--- config.mk ---
export PLATFORM = sky130hd
export DESIGN_NAME = outport_arbiter
export DESIGN_NICKNAME = d
export VERILOG_FILES = /design/src/rtl/outport_arbiter.sv
export SDC_FILE = /design/constraint.sdc
export NUM_CORES = 1
export LEC_CHECK = 0
export ABC_AREA = 1
export CAP_MARGIN = 20
export CORE_MARGIN = 4
export CORE_UTILIZATION = 49
export CTS_CLUSTER_SIZE = 24
export DETAILED_ROUTE_END_ITERATION = 8
export HOLD_SLACK_MARGIN = 0.03
export PLACE_DENSITY = 0.86
export SETUP_SLACK_MARGIN = 0.05
export SLEW_MARGIN = 20
export SYNTH_ARGS = -nofsm -noshare
export SYNTH_HDL_FRONTEND = slang
export SYNTH_SLANG_ARGS = --single-unit
--- constraint.sdc ---
create_clock -name clk -period 5.2 [get_ports clk]
set_input_delay 1.04 -clock clk [delete_from_list [all_inputs] [get_ports clk]]
set_output_delay 1.04 -clock clk [all_outputs]
set_load 0.01 [all_outputs]
--- src/rtl/outport_arbiter.sv ---
// outport_arbiter: wormhole output-port arbiter and crossbar-select controller.
// Ports:
//   clk, rst_ (async active-high)     clock and reset
//   req[NPORT], req_port[NPORT*PORTW] per-input flit valid and requested output
//   mcast[NPORT], tail[NPORT]         head-flit multicast flag, packet-tail flag
//   out_ready                         downstream accepts a flit this cycle
//   grt[NPORT]                        combinational one-hot grant (flit transfers)
//   sel[NPORT], vld_out               registered grant / any-grant for the crossbar
//   busy, owner[IDW]                  port locked to a packet, and its input index
//   stall                             lock-stall watchdog flag (report only)
module outport_arbiter #(
    parameter int NPORT    = 5,
    parameter int PORTW    = 3,
    parameter int PORTID   = 0,
    parameter int MC_PRIO  = 1,
    parameter int STALLMAX = 15,
    parameter int IDW      = $clog2(NPORT)
) (
    input  logic                   clk,
    input  logic                   rst_,
    input  logic [NPORT-1:0]       req,
    input  logic [NPORT*PORTW-1:0] req_port,
    input  logic [NPORT-1:0]       mcast,
    input  logic [NPORT-1:0]       tail,
    input  logic                   out_ready,
    output logic [NPORT-1:0]       grt,
    output logic [NPORT-1:0]       sel,
    output logic                   vld_out,
    output logic                   busy,
    output logic [IDW-1:0]         owner,
    output logic                   stall
);
    typedef enum logic {IDLE, LOCKED} state_t;
    state_t           state_q, state_d;
    logic [IDW-1:0]   ptr_q, ptr_d, owner_q, owner_d, win, gidx;
    logic [NPORT-1:0] match, cand, sel_q;
    logic [7:0]       cnt_q, cnt_d;
    logic             vld_q, stall_q, stall_d, found, xfer;
    always_comb begin
        for (int i = 0; i < NPORT; i++)
            match[i] = req[i] && (req_port[i*PORTW +: PORTW] == PORTW'(PORTID));
        cand = (MC_PRIO != 0 && |(match & mcast)) ? (match & mcast) : match;
        // round-robin scan starting at ptr, wrapping past NPORT-1
        found = 1'b0;
        win   = '0;
        for (int k = 0; k < NPORT; k++) begin
            if (!found && cand[(int'(ptr_q) + k) % NPORT]) begin
                found = 1'b1;
                win   = IDW'((int'(ptr_q) + k) % NPORT);
            end
        end
        gidx = (state_q == LOCKED) ? owner_q : win;
        // grant is forced low while reset is asserted, independent of the clock
        xfer = !rst_ && out_ready && ((state_q == LOCKED) ? match[owner_q] : found);
        grt  = xfer ? (NPORT'(1) << gidx) : '0;
        state_d = state_q;
        ptr_d   = ptr_q;
        owner_d = owner_q;
        if (xfer) begin
            if (tail[gidx]) begin
                state_d = IDLE;
                ptr_d   = (gidx == IDW'(NPORT - 1)) ? '0 : gidx + IDW'(1);
            end else if (state_q == IDLE) begin
                state_d = LOCKED;
                owner_d = gidx;
            end
        end
        cnt_d   = (state_q == LOCKED && !xfer) ? ((cnt_q == 8'hFF) ? cnt_q : cnt_q + 8'd1) : 8'd0;
        stall_d = cnt_d >= 8'(STALLMAX);
    end
    always_ff @(posedge clk or posedge rst_) begin
        if (rst_) begin
            state_q <= IDLE;
            ptr_q   <= '0;
            owner_q <= '0;
            sel_q   <= '0;
            vld_q   <= 1'b0;
            cnt_q   <= 8'd0;
            stall_q <= 1'b0;
        end else begin
            state_q <= state_d;
            ptr_q   <= ptr_d;
            owner_q <= owner_d;
            sel_q   <= grt;
            vld_q   <= |grt;
            cnt_q   <= cnt_d;
            stall_q <= stall_d;
        end
    end
    assign sel     = sel_q;
    assign vld_out = vld_q;
    assign busy    = (state_q == LOCKED);
    assign owner   = owner_q;
    assign stall   = stall_q;
endmodule
# --- Word level (Yosys, flattened, before mapping) ---
# Cells that the tools add are included.
op_classes:
  addsub: 6
  div_mod_pow: 5
  order_cmp: 8
  eq_ne: 2
  n_shift: 1
  muxes: 37
  bitwise_logic: 3
  reduce_logical: 27
op_table:
  columns: ["op", "n"]
  rows:
  - ["$lt A32 B5 Y1 const B", 5]
  - ["$mod A32 B4 Y32 const B", 4]
  - ["$mod A4 B4 Y32 const B", 1]
  - ["$bmux W1 S3", 7]
  - ["$mux W3", 7]
  - ["$mux W1", 19]
  - ["$mux W8", 2]
  - ["$logic_not A3 Y1", 5]
  - ["$logic_and A1 B1 Y1", 12]
  - ["$mux W5", 2]
  - ["$reduce_or A5 Y1", 2]
  - ["$add A3 B2 Y4 const B", 2]
  - ["$add A8 B1 Y8 const B", 1]
  - ["$eq A8 B8 Y1 const B", 1]
  - ["$ge A8 B4 Y1 const B", 1]
  - ["$lt A3 B4 Y1 const B", 2]
  - ["$logic_not A1 Y1", 6]
  - ["$and A5 B5 Y5", 1]
  - ["$shl A1 B3 Y5 const A", 1]
  - ["$add A3 B1 Y4 const B", 1]
  - ["$add A3 B3 Y4 const B", 1]
  - ["$add A3 B1 Y3 const B", 1]
  - ["$eq A3 B3 Y1 const B", 1]
  - ["$reduce_and A3 Y1", 1]
  - ["other kinds (2)", 3]
totals:
  reg_bits: 22
  output_inout_bits: 16
  word_cells: 96

# --- Depth between registers and ports, before layout ---
depth:
  depth_word: 27
  depth_mapped: 35

# --- Least setup slack after synthesis ---
# OpenSTA, ideal clock, no wires.
synth_timing:
  kind: "register to output"
  from: "register ptr_q[0]"
  to: "output grt[3]"
  t_arrival_ns: 4.205
  required_time_ns: 4.160
  setup_slack_ns: -0.045
  stages_incl_launch_ff: 33
  n_path_buf: 1
  path_cell_list: "dfrtp_1 > buf_4 > inv_2 > ha_1 > inv_1 > ha_1 > inv_2 > ha_1 > nor2_1 > nand2_1 > nand2_1 > xor2_1 > ha_1 > inv_1 > or2_2 > nand2_2 > nand2_2 > nand2_1 > o21ai_2 > nand3b_1 > nand3_1 > nand2_1 > nor2_4 > nand3_1 > nand2_1 > inv_2 > nand2_4 > nand2_4 > inv_2 > ha_1 > ha_1 > inv_1 > nor2_1"
synth_between:
  elab_chain_len: 20
  word_cells_on_any_way: 47
  classes_between: "4 x add/sub; 5 x div; 1 x shift; 28 x mux; 9 x reduce/logical"
synth_rtl:
  columns: ["item", "line_no", "source"]
  rows:
  - ["start, declared", "35", "logic [IDW-1:0] ptr_q, ptr_d, owner_q, owner_d, win, gidx;"]
  - ["start signal, assigned", "82", "ptr_q <= ptr_d;"]
  - ["parallel branches: the longest is 16 deep, another holds $mod A32 B4 Y32", null, null]
  - ["$mux W3 *", "47", "if (!found && cand[(int'(ptr_q) + k) % NPORT]) begin"]
  - ["$mux W3 *", "52", "gidx = (state_q == LOCKED) ? owner_q : win;"]
  - ["named net gidx[0]", "35", null]
  - ["$shl A1 B3 Y5 *", "55", "grt = xfer ? (NPORT'(1) << gidx) : '0;"]
  - ["$mux W5 *", "55", null]
  - ["end, declared", "26", "output logic [NPORT-1:0] grt,"]
# Mark *: on every way through the listed nets, which the timed path passes. The select of a mux whose other input is x is not followed.

# --- Final worst setup path ---
layout_timing:
  from: "register ptr_q[1]"
  to: "output grt[3]"
# The elaborated chain is that of the path after synthesis.

==> flow_results.xml <==
<?xml version="1.0" encoding="UTF-8"?>
<metrics>
  <group name="routing">
    <metric name="drt_wl_total" unit="um">8465</metric>
    <metric name="dr_total_vias" unit="">3284</metric>
    <metric name="drt_drc_violations_left" unit="">0</metric>
    <metric name="post_drt_via_cell_ratio" unit="">5.340</metric>
    <metric name="drt_first_iter_violations" unit="">134</metric>
    <metric name="drtAntennaViolNets" unit="">0</metric>
    <metric name="post_drt_wl_per_cell" unit="um">13.76</metric>
    <metric name="router_iterations_before_antenna_repair" unit="">5</metric>
  </group>
  <group name="placement">
    <metric name="place.gp.congestion" unit="">0.9081</metric>
    <metric name="dpl.hpwl" unit="um">6342</metric>
    <metric name="detailed_place.area" unit="um^2">3654</metric>
    <metric name="port_buffers" unit="">48</metric>
  </group>
  <group name="worst_setup_path">
    <metric name="crit_required" unit="ns">4.16</metric>
    <metric name="setup.worst_path.end_class" unit="">primary output</metric>
    <metric name="worst_setup_path_start_kind" unit="">flop</metric>
    <metric name="critPathMaxStageDelay" unit="ns">0.39</metric>
    <metric name="critical_path_buffers_and_inverters" unit="">8</metric>
    <metric name="crit_type" unit="">reg -&gt; out</metric>
    <metric name="slowest_stage" unit="">sky130_fd_sc_hd__dfrtp_1</metric>
    <metric name="timing.critical_path.fanout_max" unit="">4</metric>
    <metric name="critical-path-top-delay-family" unit="">simple AND/OR/NAND/NOR gates</metric>
    <metric name="cp.arrival" unit="ns">4.14</metric>
    <metric name="critical-path-top-cell-by-count" unit="">sky130_fd_sc_hd__ha_4</metric>
  </group>
  <group name="synth">
    <metric name="avgSynthCellArea" unit="um^2">6.355</metric>
    <metric name="synth_area_in_compound_gates" unit="%">7.795</metric>
    <metric name="synth_enable_flop_cells" unit="">0</metric>
    <metric name="largest_cells_by_area_after_synthesis" unit="">sky130_fd_sc_hd__dfrtp_1, sky130_fd_sc_hd__nand2_1, sky130_fd_sc_hd__ha_1</metric>
    <metric name="synth.lib_cells_used.distinct" unit="">38</metric>
    <metric name="synth.ff_latch_count" unit="">22</metric>
    <metric name="synthTopCellsByCount" unit="">sky130_fd_sc_hd__nand2_1, sky130_fd_sc_hd__inv_1, sky130_fd_sc_hd__nand3_1</metric>
    <metric name="ys_warn_count" unit="">0</metric>
    <metric name="synthAdderAreaFrac" unit="%">10.69</metric>
    <metric name="synth_top_family_by_area" unit="">simple AND/OR/NAND/NOR gates</metric>
    <metric name="simple_gate_fraction_of_synth_area" unit="%">46.64</metric>
    <metric name="yosysTopAreaCell" unit="">sky130_fd_sc_hd__dfrtp_1</metric>
    <metric name="seq_area_frac_synth" unit="%">19.60</metric>
    <metric name="syn_inst" unit="">442</metric>
    <metric name="synth_largest_type_area_fraction" unit="%">19.60</metric>
    <metric name="synth-async-reset-ratio" unit="%">100.0</metric>
    <metric name="yosys.cell_count.top_type" unit="">sky130_fd_sc_hd__nand2_1</metric>
    <metric name="synth-main-ff-cell" unit="">sky130_fd_sc_hd__dfrtp_1</metric>
    <metric name="syn-num-nets" unit="">499</metric>
    <metric name="synth_xor_xnor_area_share" unit="%">4.588</metric>
    <metric name="syn-cell-area" unit="um^2">2809</metric>
    <metric name="synth.area.mux_share" unit="%">0</metric>
  </group>
  <group name="timing">
    <metric name="finalHoldViolCount" unit="">0</metric>
    <metric name="clock.fmax" unit="MHz">193.0</metric>
    <metric name="setup_repair_after_global_routing_missed_its_margin" unit="">true</metric>
    <metric name="fin_worst_skew" unit="ns">0.004412</metric>
    <metric name="relSlewSlack" unit="%">67.08</metric>
    <metric name="worst_pin_slew" unit="ns">0.4905</metric>
    <metric name="post-route-period-util" unit="%">99.64</metric>
    <metric name="finalSetupViolCount" unit="">0</metric>
    <metric name="timing_max_transition_violations_final" unit="">0</metric>
    <metric name="min_period" unit="ns">5.181</metric>
  </group>
  <group name="layout">
    <metric name="drive_gt1_share" unit="%">28.91</metric>
    <metric name="final_area" unit="um^2">4110</metric>
    <metric name="area_overhead_of_the_layout_relative_to_synthesis" unit="%">46.33</metric>
    <metric name="num_antenna_cells" unit="">0</metric>
    <metric name="number_of_nets_in_the_finished_design" unit="">601</metric>
    <metric name="fillCellCount" unit="">416</metric>
  </group>
  <group name="floorplan">
    <metric name="core_area" unit="um^2">5540</metric>
    <metric name="die_area" unit="um^2">7008</metric>
    <metric name="dieHeight" unit="um">83.72</metric>
    <metric name="die_w" unit="um">83.72</metric>
    <metric name="placement_rows" unit="">27</metric>
    <metric name="initial_utilization" unit="%">50.70</metric>
    <metric name="boundaryPins" unit="">49</metric>
  </group>
  <group name="clock_network">
    <metric name="cts_hold_buffers" unit="">0</metric>
    <metric name="cts_max_path_buffers" unit="">2</metric>
    <metric name="cts-htree-levels" unit="">1</metric>
    <metric name="clkSlewWorstSetupHoldPaths" unit="ns">0.08</metric>
    <metric name="tritoncts.num_buffers" unit="">3</metric>
    <metric name="insertion_delay" unit="ns">0.26</metric>
    <metric name="clock-root-buffer" unit="">sky130_fd_sc_hd__clkbuf_8</metric>
    <metric name="clock-sinks" unit="">22</metric>
    <metric name="cts_tree" unit="">yes</metric>
  </group>
  <group name="grt">
    <metric name="global_route_wire_length_before_repair" unit="um">13560</metric>
    <metric name="global_route.overflow_total" unit="">0</metric>
    <metric name="number_of_antenna_violations_at_the_first_check_in_global_routing" unit="">0</metric>
    <metric name="vias_in_the_first_global_route" unit="">3199</metric>
    <metric name="grt_max_degree" unit="">23</metric>
    <metric name="grt_usage" unit="%">22.73</metric>
  </group>
  <group name="status">
    <metric name="status" unit="">finished, final reports clean</metric>
  </group>
  <group name="worst_hold_path">
    <metric name="min_path_type" unit="">reg -&gt; reg</metric>
  </group>
  <group name="job">
    <metric name="maxCapViolCount" unit="">0</metric>
  </group>
</metrics>
cell type report:
| class | instances | area [um^2] | area share (%) |
|---|---|---|---|
| Sequential cell | 22 | 551.8 | 13.42 |
| Clock inverter | 1 | 30.03 | 0.7306 |
| Clock buffer | 3 | 41.29 | 1.005 |
| Inverter | 71 | 284.0 | 6.910 |
| Tap cell | 72 | 90.09 | 2.192 |
| Multi-Input combinational cell | 344 | 2206 | 53.67 |
| Timing Repair Buffer | 102 | 907.1 | 22.07 |
stage by stage:
step / hold slack (ns) / setup TNS, ns / cells / util (%) / worst slack, ns
2_1_floorplan: 0.5411 / 0 / 442 / - / 0.08422
3_3_place_gp: 0.5176 / -0.5861 / 596 / 65.94 / -0.1643
3_5_place_dp: 0.5172 / -1.659 / 596 / 65.94 / -0.3882
4_1_cts: 0.5383 / 0 / 606 / 70.33 / 0.05696
5_1_grt: 0.5941 / -0.6545 / 615 / 74.19 / -0.1734
6_report: 0.5370 / 0 / 615 / 74.19 / 0.01887
final timing paths:
check | end | startpoint | slack, ns | depth (start not counted)
worst max-delay path | grt[3] | ptr_q[1] | 0.02 | 32
worst min-delay path | owner[2] | owner[2] | 0.54 | 2
worst max register to register | ptr_q[0] | ptr_q[1] | 0.98 | 34
worst min register to register | owner[2] | owner[2] | 0.54 | 2
max in group asynchronous | ptr_q[2] | rst_ | 3.77 | 3
min in group asynchronous | cnt_q[4] | rst_ | 1.18 | 3
layer usage:
layer | part of all wire (%) | routed length [um] | vias to the layer above | GRT usage (%)
met5 | 0 | 0 | - | 0
met4 | 2.5 | 208 | 0 | 7.749
met3 | 5.0 | 421 | 26 | 2.567
met2 | 54 | 4556 | 109 | 43.31
met1 | 39 | 3278 | 1520 | 25.89
li1 | - | - | 1629 | -
worst min-delay path: stages (launching register included):
cell,delay (ns)
sky130_fd_sc_hd__dfrtp_1,0.40
sky130_fd_sc_hd__nand2_1,0.07
sky130_fd_sc_hd__nand2_1,0.05
logic make-up (layout without fill, tap and decap cells):
group | count (synthesis) | in the layout
AOI/OAI and AO/OA | 36 | 36
DFF | 22 | 22
buffers and inverters | 76 | 177
adders and majority gates | 24 | 24
xor gates and xnor gates | 13 | 13
and+or+nand+nor | 271 | 271
sequential cells by signal, summed over array words and instances, names as in the netlist:
signal / cells
stall: 1
busy: 1
vld_out: 1
sel: 5
cnt_q: 8
ptr_q: 3
owner: 3
cells in the final DEF, fill, tap and decap left out, drive strengths merged:
cell and count:
o21bai 1, buf 59, nand3 64, nor4 1, dfrtp 22, inv 71, o211ai 3, nand2 139
ha 24, xnor2 1, nand3b 3, o311ai 1, bufinv 1, a31oi 2, or2 6, nor2 36
clkdlybuf4s50 43, o21ai 20, a21oi 9, nor3b 1, nor3 4, clkbuf 3, xor2 12, nand4 17
repair_timing:
item	4_1_cts	5_1_grt
gates resized for setup	58	36
setup buffers	6	10
endpoints found under the setup margin	5	5
pin swaps	16	19
Power is not shown: default switching activity piles up to over one toggle a cycle in this logic, so the estimate is an artifact.
